File: src/rtl/midi_pkg.sv
// Shared MIDI definitions: status nibbles, controller numbers, parser state
// encoding and the byte classifier used by the parser.
package midi_pkg;

  localparam logic [3:0] NOTE_OFF = 4'h8;
  localparam logic [3:0] NOTE_ON  = 4'h9;
  localparam logic [3:0] POLY_AT  = 4'hA;
  localparam logic [3:0] CC       = 4'hB;
  localparam logic [3:0] PROG     = 4'hC;
  localparam logic [3:0] CHPRESS  = 4'hD;
  localparam logic [3:0] PITCH    = 4'hE;

  localparam logic [6:0] CC_ALL_NOTES_OFF = 7'd123;

  typedef enum logic [1:0] {
    WAIT_STATUS = 2'd0,
    WAIT_D1     = 2'd1,
    WAIT_D2     = 2'd2
  } parse_state_t;

  typedef enum logic [1:0] {
    BYTE_DATA   = 2'd0,
    BYTE_STATUS = 2'd1,
    BYTE_SYSCOM = 2'd2,
    BYTE_RT     = 2'd3
  } byte_class_t;

  function automatic byte_class_t classify(input logic [7:0] b);
    byte_class_t c;
    if (!b[7])
      c = BYTE_DATA;
    else if (b[7:3] == 5'b11111)
      c = BYTE_RT;
    else if (b[7:4] == 4'hF)
      c = BYTE_SYSCOM;
    else
      c = BYTE_STATUS;
    return c;
  endfunction

endpackage

File: src/rtl/midi_byte_parser.sv
// Running-status MIDI byte parser; emits one completed two-byte channel
// message per cycle for the configured channel.
module midi_byte_parser
  import midi_pkg::*;
#(
  parameter logic [3:0] MIDI_CH = 4'd0
) (
  input  logic       clk,
  input  logic       rst,
  input  logic [7:0] midi_byte,
  input  logic       midi_valid,
  output logic       msg_valid,
  output logic [3:0] msg_type,
  output logic [6:0] d1,
  output logic [6:0] d2
);

  parse_state_t state;
  logic [7:0]   run_status;
  logic [6:0]   d1_q;
  byte_class_t  cls;
  logic         one_byte_msg;

  assign cls          = classify(midi_byte);
  assign one_byte_msg = (run_status[7:4] == PROG) || (run_status[7:4] == CHPRESS);

  always_ff @(posedge clk or negedge rst) begin
    if (!rst) begin
      state      <= WAIT_STATUS;
      run_status <= 8'h00;
    end else if (midi_valid) begin
      unique case (cls)
        BYTE_RT: ;
        BYTE_SYSCOM: begin
          state      <= WAIT_STATUS;
          run_status <= 8'h00;
        end
        BYTE_STATUS: begin
          run_status <= midi_byte;
          state      <= WAIT_D1;
        end
        BYTE_DATA: begin
          case (state)
            WAIT_D1: if (!one_byte_msg) state <= WAIT_D2;
            WAIT_D2: state <= WAIT_D1;
            default: ;
          endcase
        end
      endcase
    end
  end

  // First data byte is only meaningful while state says WAIT_D2, so it needs no reset.
  always_ff @(posedge clk) begin
    if (midi_valid && cls == BYTE_DATA && state == WAIT_D1)
      d1_q <= midi_byte[6:0];
  end

  always_comb begin
    msg_valid = midi_valid && (cls == BYTE_DATA) && (state == WAIT_D2)
                && (run_status[3:0] == MIDI_CH);
    msg_type  = run_status[7:4];
    d1        = d1_q;
    d2        = midi_byte[6:0];
  end

endmodule

File: src/rtl/midi_voice_trigger.sv
// Monophonic voice front end for adsr_mngt: turns parsed MIDI channel
// messages into note start/release pulses and envelope settings.
module midi_voice_trigger
  import midi_pkg::*;
#(
  parameter logic [3:0] MIDI_CH     = 4'd0,
  parameter logic [6:0] CC_ATTACK   = 7'd73,
  parameter logic [6:0] CC_DECAY    = 7'd75,
  parameter logic [6:0] CC_RELEASE  = 7'd72,
  parameter logic [6:0] CC_SUSTAIN  = 7'd70,
  parameter logic [6:0] DEF_RATE    = 7'h7F,
  parameter logic [6:0] DEF_SUSTAIN = 7'h20
) (
  input  logic       clk,
  input  logic       rst,
  input  logic [7:0] midi_byte,
  input  logic       midi_valid,
  output logic       new_note_pulse,
  output logic       release_note_pulse,
  output logic [6:0] note,
  output logic [6:0] velocity,
  output logic       gate,
  output logic [6:0] attack_rate,
  output logic [6:0] decay_rate,
  output logic [6:0] release_rate,
  output logic [6:0] sustain_value
);

  logic       msg_valid;
  logic [3:0] msg_type;
  logic [6:0] msg_d1;
  logic [6:0] msg_d2;
  logic       start_note;
  logic       stop_note;
  logic       is_cc;

  midi_byte_parser #(
    .MIDI_CH (MIDI_CH)
  ) u_parser (
    .clk        (clk),
    .rst        (rst),
    .midi_byte  (midi_byte),
    .midi_valid (midi_valid),
    .msg_valid  (msg_valid),
    .msg_type   (msg_type),
    .d1         (msg_d1),
    .d2         (msg_d2)
  );

  // Note On with velocity 0 is a Note Off; only the held note may be released.
  always_comb begin
    start_note = 1'b0;
    stop_note  = 1'b0;
    is_cc      = msg_valid && (msg_type == CC);
    if (msg_valid) begin
      if (msg_type == NOTE_ON && msg_d2 != 7'd0)
        start_note = 1'b1;
      else if ((msg_type == NOTE_ON || msg_type == NOTE_OFF) && gate && msg_d1 == note)
        stop_note = 1'b1;
      else if (msg_type == CC && msg_d1 == CC_ALL_NOTES_OFF && gate)
        stop_note = 1'b1;
    end
  end

  always_ff @(posedge clk or negedge rst) begin
    if (!rst) begin
      new_note_pulse     <= 1'b0;
      release_note_pulse <= 1'b0;
      note               <= 7'd0;
      velocity           <= 7'd0;
      gate               <= 1'b0;
      attack_rate        <= DEF_RATE;
      decay_rate         <= DEF_RATE;
      release_rate       <= DEF_RATE;
      sustain_value      <= DEF_SUSTAIN;
    end else begin
      new_note_pulse     <= start_note;
      release_note_pulse <= stop_note;
      if (start_note) begin
        note     <= msg_d1;
        velocity <= msg_d2;
        gate     <= 1'b1;
      end else if (stop_note) begin
        gate <= 1'b0;
      end
      if (is_cc) begin
        if (msg_d1 == CC_ATTACK)  attack_rate   <= msg_d2;
        if (msg_d1 == CC_DECAY)   decay_rate    <= msg_d2;
        if (msg_d1 == CC_RELEASE) release_rate  <= msg_d2;
        if (msg_d1 == CC_SUSTAIN) sustain_value <= msg_d2;
      end
    end
  end

endmodule
File: config.mk
export PLATFORM = sky130hd
export DESIGN_NAME = midi_voice_trigger
export DESIGN_NICKNAME = d
export VERILOG_FILES = /design/src/rtl/midi_pkg.sv /design/src/rtl/midi_byte_parser.sv /design/src/rtl/midi_voice_trigger.sv
export SDC_FILE = /design/constraint.sdc
export NUM_CORES = 1
export LEC_CHECK = 0
export ABC_CLOCK_PERIOD_IN_PS = 1700
export BUFFER_PORTS_ARGS = -buffer_cell sky130_fd_sc_hd__buf_2
export CORE_UTILIZATION = 39
export CTS_BUF_LIST = sky130_fd_sc_hd__clkbuf_8
export CTS_CLUSTER_SIZE = 16
export DETAILED_ROUTE_END_ITERATION = 12
export PLACE_DENSITY_LB_ADDON = 0.05
export SLEW_MARGIN = 20
export SYNTH_ARGS = -nofsm -noshare
export SYNTH_HDL_FRONTEND = slang
export SYNTH_HIERARCHICAL = 1
export SYNTH_SLANG_ARGS = --single-unit
File: constraint.sdc
create_clock -name clk -period 1.7 [get_ports clk]
set_input_delay 0.085 -clock clk [delete_from_list [all_inputs] [get_ports clk]]
set_output_delay 0.085 -clock clk [all_outputs]
set_load 0.02 [all_outputs]
==> flow_summary.yaml, run 1 <==
placed_design:
  dp_hpwl_um: 4270
  gp_congestion: 0.736
  io_buffers: 55
  dpl.cell_count: 319
  dp_slack_ns: -0.220
timing:
  period_share: 1.11
  finClkSkew_ns: 0.00439
  final_max_slew_viol_count: 0
  tns_ns: -5.31
  slew_headroom: 0.595
  tightest_slew_ns: 0.602
  post-route-min-period_ns: 1.88
  hold_viol_final: 0
  hold_ws_ns: 0.0857
  clock.fmax_mhz: 532
  rsz0062_at_grt: "yes"
  fin_ws_ns: -0.179
  setup_viol: 43
synthesis:
  yosys_register_bits: 62
  synth_cell_types: 38
  synth_area_leader_cell: "dfrtp_1"
  avgSynthCellArea_um2: 15.0
  synth.net_count: 191
  synthArstFlopShare: 0.887
  yosysSeqAreaShare: 0.600
  yosysWarnings: 6
  syn-cell-area_um2: 2690
  synthFlopType: "dfrtp_1"
  synthCells: 180
  synth-edff-count: 7
  yosysTopAreaCellShare: 0.307
  synth_area_leaders: "dfrtp_1, dfstp_2, mux2_2"
status:
  status: "finished with violations"
  violations: "negative setup slack"
clock_tree:
  clock_latency_ns: 0.33
  clockBufferDepth: 2
  cts_made_buffers: 9
  h-tree-depth: 3
  cts_tree: "done"
  clk_transition_reported_paths_ns: 0.07
  ctsRootBufferMaster: "clkbuf_8"
  clock_sinks: 62
setup_path:
  cp_top_family: "simple AND/OR/NAND/NOR gates"
  path_cells: "nor4_2 > and4_4 > and4_4 > and3b_2 > buf_12 > mux2_4"
  cp.required_ns: 1.96
  cpMaxStageDelayCell: "dfrtp_1"
  worstSetupPathType: "reg -> reg"
  crit_top_cell: "and4_4"
  startpoint_type: "flip-flop"
  cp_max_fo: 7
  worst_setup_path_end_kind: "flip-flop"
  slowest_delay_ns: 0.39
  crit_buf_inv: 1
  worstPathArrival_ns: 2.14
worst_hold_path:
  hold_path_class: "in -> reg"
power_and_ir_drop:
  peakVddDrop_mv: 0.711
  finalPower_mw: 3.15
  p_leak_nw: 1.72
  p_per_area_nw_per_um2: 920
floorplanning:
  die_area_um2: 7240
  initial_utilization: 0.414
  io_pins: 56
  fp-row-count: 29
  dieWidth_um: 85.1
  dieHeight_um: 85.1
  core-area_um2: 6490
final_layout:
  regArea_um2: 1610
  fin_cells: 340
  drive_above_1_share: 0.658
  fillCellCount: 571
  area_growth_pct: 27.2
  n_antenna_cell: 0
  nets: 269
  multi_input_area_um2: 981
global_route:
  grt_pass1_vias: 1789
  grt_antenna_before_repair: 0
  overflow: 0
  grt_max_degree: 21
  grt_pass1_wl_um: 9540
  grt_usage: 0.178
detailed_routing:
  vias: 1740
  drc: 0
  viasPerCell: 5.12
  drt-total-wl_um: 5880
  dr.pass1.iters: 4
  drtIter0Drc: 68
  ant_nets: 0
  routedWlPerCell_um: 17.3
flow_run:
  max-cap-violations: 0
[kinds of logic (layout without fill, tap and decap cells)]
group | Yosys count | in the layout | synth area share
compound gates | 19 | 19 | 0.0576
buf+inv | 20 | 103 | 0.0530
simple gates | 30 | 30 | 0.0814
mux | 42 | 42 | 0.185
xor+xnor | 7 | 7 | 0.0228
flops | 62 | 62 | 0.600
[sequential cells by signal (all words and copies together) (netlist names)]
name,flops
u_parser/state,2
sustain_value,7
u_parser/run_status,8
note,7
velocity,7
u_parser/d1,7
gate,1
release_rate,7
release_note_pulse,1
new_note_pulse,1
attack_rate,7
decay_rate,7
[power breakdown]
group          internal [mW]  switching (mW)
sequential              1.56          0.0427
combinational          0.122           0.148
clock                  0.744           0.537
total                   2.42           0.727
[cell usage in the layout, fill, tap and decap left out, types with 2 or more instances in the layout]
master,instances
buf_2,55
mux2_2,34
dfrtp_1,33
dfstp_2,22
buf_4,20
clkbuf_8,11
mux2_4,8
xnor2_1,7
a22o_1,7
edfxtp_1,7
nand4_1,5
buf_6,5
inv_1,4
clkinv_2,3
inv_2,2
a21oi_1,2
o21ai_0,2
nor2_1,2
and4_4,2
nor4b_1,2
nand2_4,2
o21ai_1,2
nand2_1,2
[Yosys cell counts, drive strengths merged, types with 3 or more instances]
library cell and count:
dfrtp 33, nand4 5, o21ai 4, a22o 7
nor4b 3, xnor2 7, mux2 42, buf 15
dfstp 22, inv 5, nand2 4, edfxtp 7
[per-layer routing]
layer	GRT usage	part of all wire	up-vias
li1	-	-	809
met1	0.230	0.47	877
met2	0.286	0.48	45
met3	0.0545	0.041	9
met4	0.0601	0.012	0
met5	0	0	-
[worst register-to-register path: cells and delay by family, from the launching register on]
family | cells | cell delay [ns]
DFF | 1 | 0.39
buffers and inverters | 1 | 0.13
and+or+nand+nor | 4 | 0.98
muxes | 1 | 0.30
[stage by stage]
stage / area, um^2 / utilization
2_1_floorplan: 2700 / -
3_3_place_gp: 3120 / 0.480
3_5_place_dp: 3120 / 0.480
4_1_cts: 3390 / 0.523
5_1_grt: 3420 / 0.527
6_report: 3420 / 0.527
[worst paths after layout]
check / slack, ns / startpoint / cells past startpoint / end
max: -0.18 / u_parser/run_status[3]$_DFFE_PN0P_ / 6 / attack_rate[2]$_DFFE_PN1P_
max in group asynchronous: 0.78 / rst / 3 / release_rate[1]$_DFFE_PN1P_
min: 0.09 / midi_byte[1] / 1 / u_parser/d1[1]$_DFFE_PP_
max reg2reg: -0.18 / u_parser/run_status[3]$_DFFE_PN0P_ / 6 / attack_rate[2]$_DFFE_PN1P_
min in group asynchronous: 0.23 / rst / 2 / note[2]$_DFFE_PN0P_
min reg2reg: 0.50 / velocity[2]$_DFFE_PN0P_ / 1 / velocity[2]$_DFFE_PN0P_
[area by class of cell]
cell class                      count  share of cell area
Sequential cell                    62               0.472
Multi-Input combinational cell     98               0.287
Timing Repair Buffer               82               0.150
Clock buffer                       11              0.0442
Tap cell                           77              0.0282
Clock inverter                      5              0.0143
Inverter                            5             0.00548
[repair_timing]
item                                   4_1_cts  5_1_grt
buffers inserted                             1        2
setup endpoints to repair                   43       44
cloned                                       1        0
gates resized for setup                     12        8
pin swaps                                    2        1
hold buffers                                 1        0
endpoints found under the hold margin       18        0
Note: power is estimated with default switching activity, not from simulation.
==> inputs of run 2 (changes only) <==
SYNTH_HIERARCHICAL = not set   (was 1)
==> run 2 against run 1 <==
Effect of this change: the flow finishes with violations (design-rule violations, negative setup slack); register-to-register slack better by 0.10 ns; clock power barely moved; total power is 9.1% higher; cell count rose by 5.9%; sequential cell count unchanged; sequential power increased by 4%; non-clock buffer count increased by 5; largest cell class unchanged.
==> flow_summary.yaml, run 2 <==
status:
  status: "finished with violations"
  violations: "design-rule violations, negative setup slack"
power_and_ir_drop:
  power_frac_seq: 0.482
  peakVddDrop_mv: 0.499
  finalPower_mw: 3.44
  pwr-share-clk: 0.366
  p_sw_uw: 908
  p_leak_nw: 1.79
  switching_share: 0.264
  p_per_area_nw_per_um2: 958
  p_int_mw: 2.53
  combPwrFrac: 0.152
timing:
  final_max_slew_viol_count: 0
  slew_headroom: 0.640
  fin_ws_ns: -0.0742
  tns_ns: -0.995
  hold_viol_final: 0
  period_share: 1.04
  finClkSkew_ns: 0.00696
  clock.fmax_mhz: 564
  rsz0062_at_grt: "yes"
  tightest_slew_ns: 0.533
  setup_viol: 21
  post-route-min-period_ns: 1.77
setup_path:
  worstPathArrival_ns: 2.03
  r2r_end: "attack_rate[0]$_DFFE_PN1P_"
  worstSetupPathType: "reg -> reg"
  path_cells: "buf_4 > nor3_1 > nand4_1 > nor2_2 > buf_6 > mux2_4"
  cp_max_fo: 7
  cpMaxStageDelayCell: "edfxtp_1"
  reg2regPathDepth: 6
  slowest_delay_ns: 0.39
  setup.reg_to_reg.worst_slack_ns: -0.07
  cp.required_ns: 1.96
  worst_setup_path_end_kind: "flip-flop"
  rr_startpoint: "u_parser.d1[4]$_DFFE_PP_"
  startpoint_type: "flip-flop"
detailed_routing:
  drt-total-wl_um: 6310
  dr.pass1.iters: 10
  drc: 1
  viasPerCell: 4.97
  drtIter0Drc: 85
  ant_nets: 0
  vias: 1788
  routedWlPerCell_um: 17.5
final_layout:
  layout_commonest_cell: "buf_2"
  layout_common_cells: "buf_2, dfrtp_1, mux2_4"
  fillCellCount: 575
  n_antenna_cell: 0
  area_growth_pct: 34.3
  drive_above_1_share: 0.625
  nets: 291
  top_register: "u_parser.run_status"
  largest_reg_flops: 8
synthesis:
  yosysSeqAreaShare: 0.604
  synth-edff-count: 7
  avgSynthCellArea_um2: 14.4
  yosysMostFrequentCell: "mux2_2"
  yosysWarnings: 0
  synthFlopType: "dfrtp_1"
  yosysTopAreaCellShare: 0.309
  synthArstFlopShare: 0.887
  synth_area_leaders: "dfrtp_1, dfstp_2, mux2_2"
  synth_area_leader_cell: "dfrtp_1"
  syn-cell-area_um2: 2670
  synth_cell_types: 44
  synth.net_count: 198
  synthCells: 185
  synth_common_cells: "mux2_2, dfrtp_1, dfstp_2"
  yosys_register_bits: 62
floorplanning:
  core-area_um2: 6490
  initial_utilization: 0.411
  dieWidth_um: 84.7
  fp-row-count: 29
  die_area_um2: 7180
  dieHeight_um: 84.7
  io_pins: 56
global_route:
  overflow: 0
  grt_pass1_wl_um: 10500
  grt_usage: 0.196
  grt_antenna_before_repair: 0
  grt_pass1_vias: 1920
  grt_max_degree: 33
clock_tree:
  cts_tree: "done"
  clockBufferDepth: 2
  ctsRootBufferMaster: "clkbuf_8"
  h-tree-depth: 3
  clock_sinks: 62
  clk_transition_reported_paths_ns: 0.07
  clock_latency_ns: 0.33
  cts_setup_buffers: 0
  cts_made_buffers: 9
flow_run:
  max-cap-violations: 0
worst_hold_path:
  holdPathEnd: "u_parser.d1[0]$_DFFE_PP_"
  hold_path_class: "in -> reg"
  hold_depth: 2
  worstHoldStart: "midi_byte[0]"
placed_design:
  io_buffers: 55
  gp_congestion: 0.767
  dp_hpwl_um: 4330
[run 2: metrics by stage]
| stage | util | cells | cell area, um^2 | setup WS [ns] | hold slack (ns) |
|---|---|---|---|---|---|
| final | 0.552 | 360 | 3590 | -0.0742 | 0.105 |
| after CTS | 0.552 | 360 | 3590 | -0.0772 | 0.0883 |
| after floorplan | - | 185 | 2720 | -0.0345 | -0.211 |
| after global placement | 0.509 | 343 | 3300 | -0.153 | 0.0998 |
| after detailed placement | 0.509 | 343 | 3300 | -0.154 | 0.0979 |
| after global routing | 0.552 | 360 | 3590 | -0.177 | 0.104 |
[run 2: power groups by stage]
stage | combinational (mW) | clock (mW) | sequential (mW)
4_1_cts | 0.530 | 1.29 | 1.66
2_1_floorplan | 0.223 | 0 | 1.72
6_report | 0.523 | 1.26 | 1.66
5_1_grt | 0.582 | 1.37 | 1.67
3_3_place_gp | 0.519 | 0 | 1.68
3_5_place_dp | 0.519 | 0 | 1.68
[run 2: area by class of cell]
| cell class | count | area [um^2] | area share |
|---|---|---|---|
| Timing Repair Buffer | 87 | 551 | 0.154 |
| Inverter | 5 | 18.8 | 0.00523 |
| Tap cell | 77 | 96.3 | 0.0269 |
| Clock buffer | 9 | 124 | 0.0345 |
| Clock inverter | 7 | 63.8 | 0.0178 |
| Sequential cell | 62 | 1610 | 0.450 |
| Multi-Input combinational cell | 113 | 1120 | 0.312 |
[run 2: logic make-up after synthesis]
group,Yosys count,synth area share
XOR/XNOR,7,0.0230
AO/OA/AOI/OAI,14,0.0342
multiplexers,44,0.197
adder cells (fa/ha/maj),2,0.00937
flip-flops,62,0.604
buffers and inverters,10,0.0220
AND/OR/NAND/NOR,46,0.110
[run 2: layer usage]
metal,part of all wire,GRT usage,vias to the layer above
li1,-,-,852
met1,0.51,0.278,887
met2,0.45,0.301,40
met3,0.029,0.0334,9
met4,0.014,0.0786,0
met5,0,0,-
[run 2: worst max path at each step]
stage                                  startpoint                          to  slack, ns  cells past startpoint
global placement                     midi_byte[3]     velocity[2]$_DFFE_PN0P_      -0.15                      5
floorplan           u_parser.state[0]$_DFFE_PN0P_   decay_rate[0]$_DFFE_PN1P_      -0.03                      8
finish                   u_parser.d1[4]$_DFFE_PP_  attack_rate[0]$_DFFE_PN1P_      -0.07                      6
detailed placement                   midi_byte[3]     velocity[4]$_DFFE_PN0P_      -0.15                      5
CTS                 u_parser.state[0]$_DFFE_PN0P_  attack_rate[0]$_DFFE_PN1P_      -0.08                      7
global route        u_parser.state[0]$_DFFE_PN0P_  attack_rate[0]$_DFFE_PN1P_      -0.18                      7
[run 2: timing repair]
item,CTS,global route
endpoints found under the hold margin,9,0
hold buffers,1,0
resized for setup,20,0
pin swaps,2,0
endpoints found under the setup margin,42,42
[run 2: critical path: cells and delay by family, from the launching register on]
family	cells	cell delay, ns
mux	1	0.31
simple gates	3	0.67
buf+inv	2	0.34
flops	1	0.39
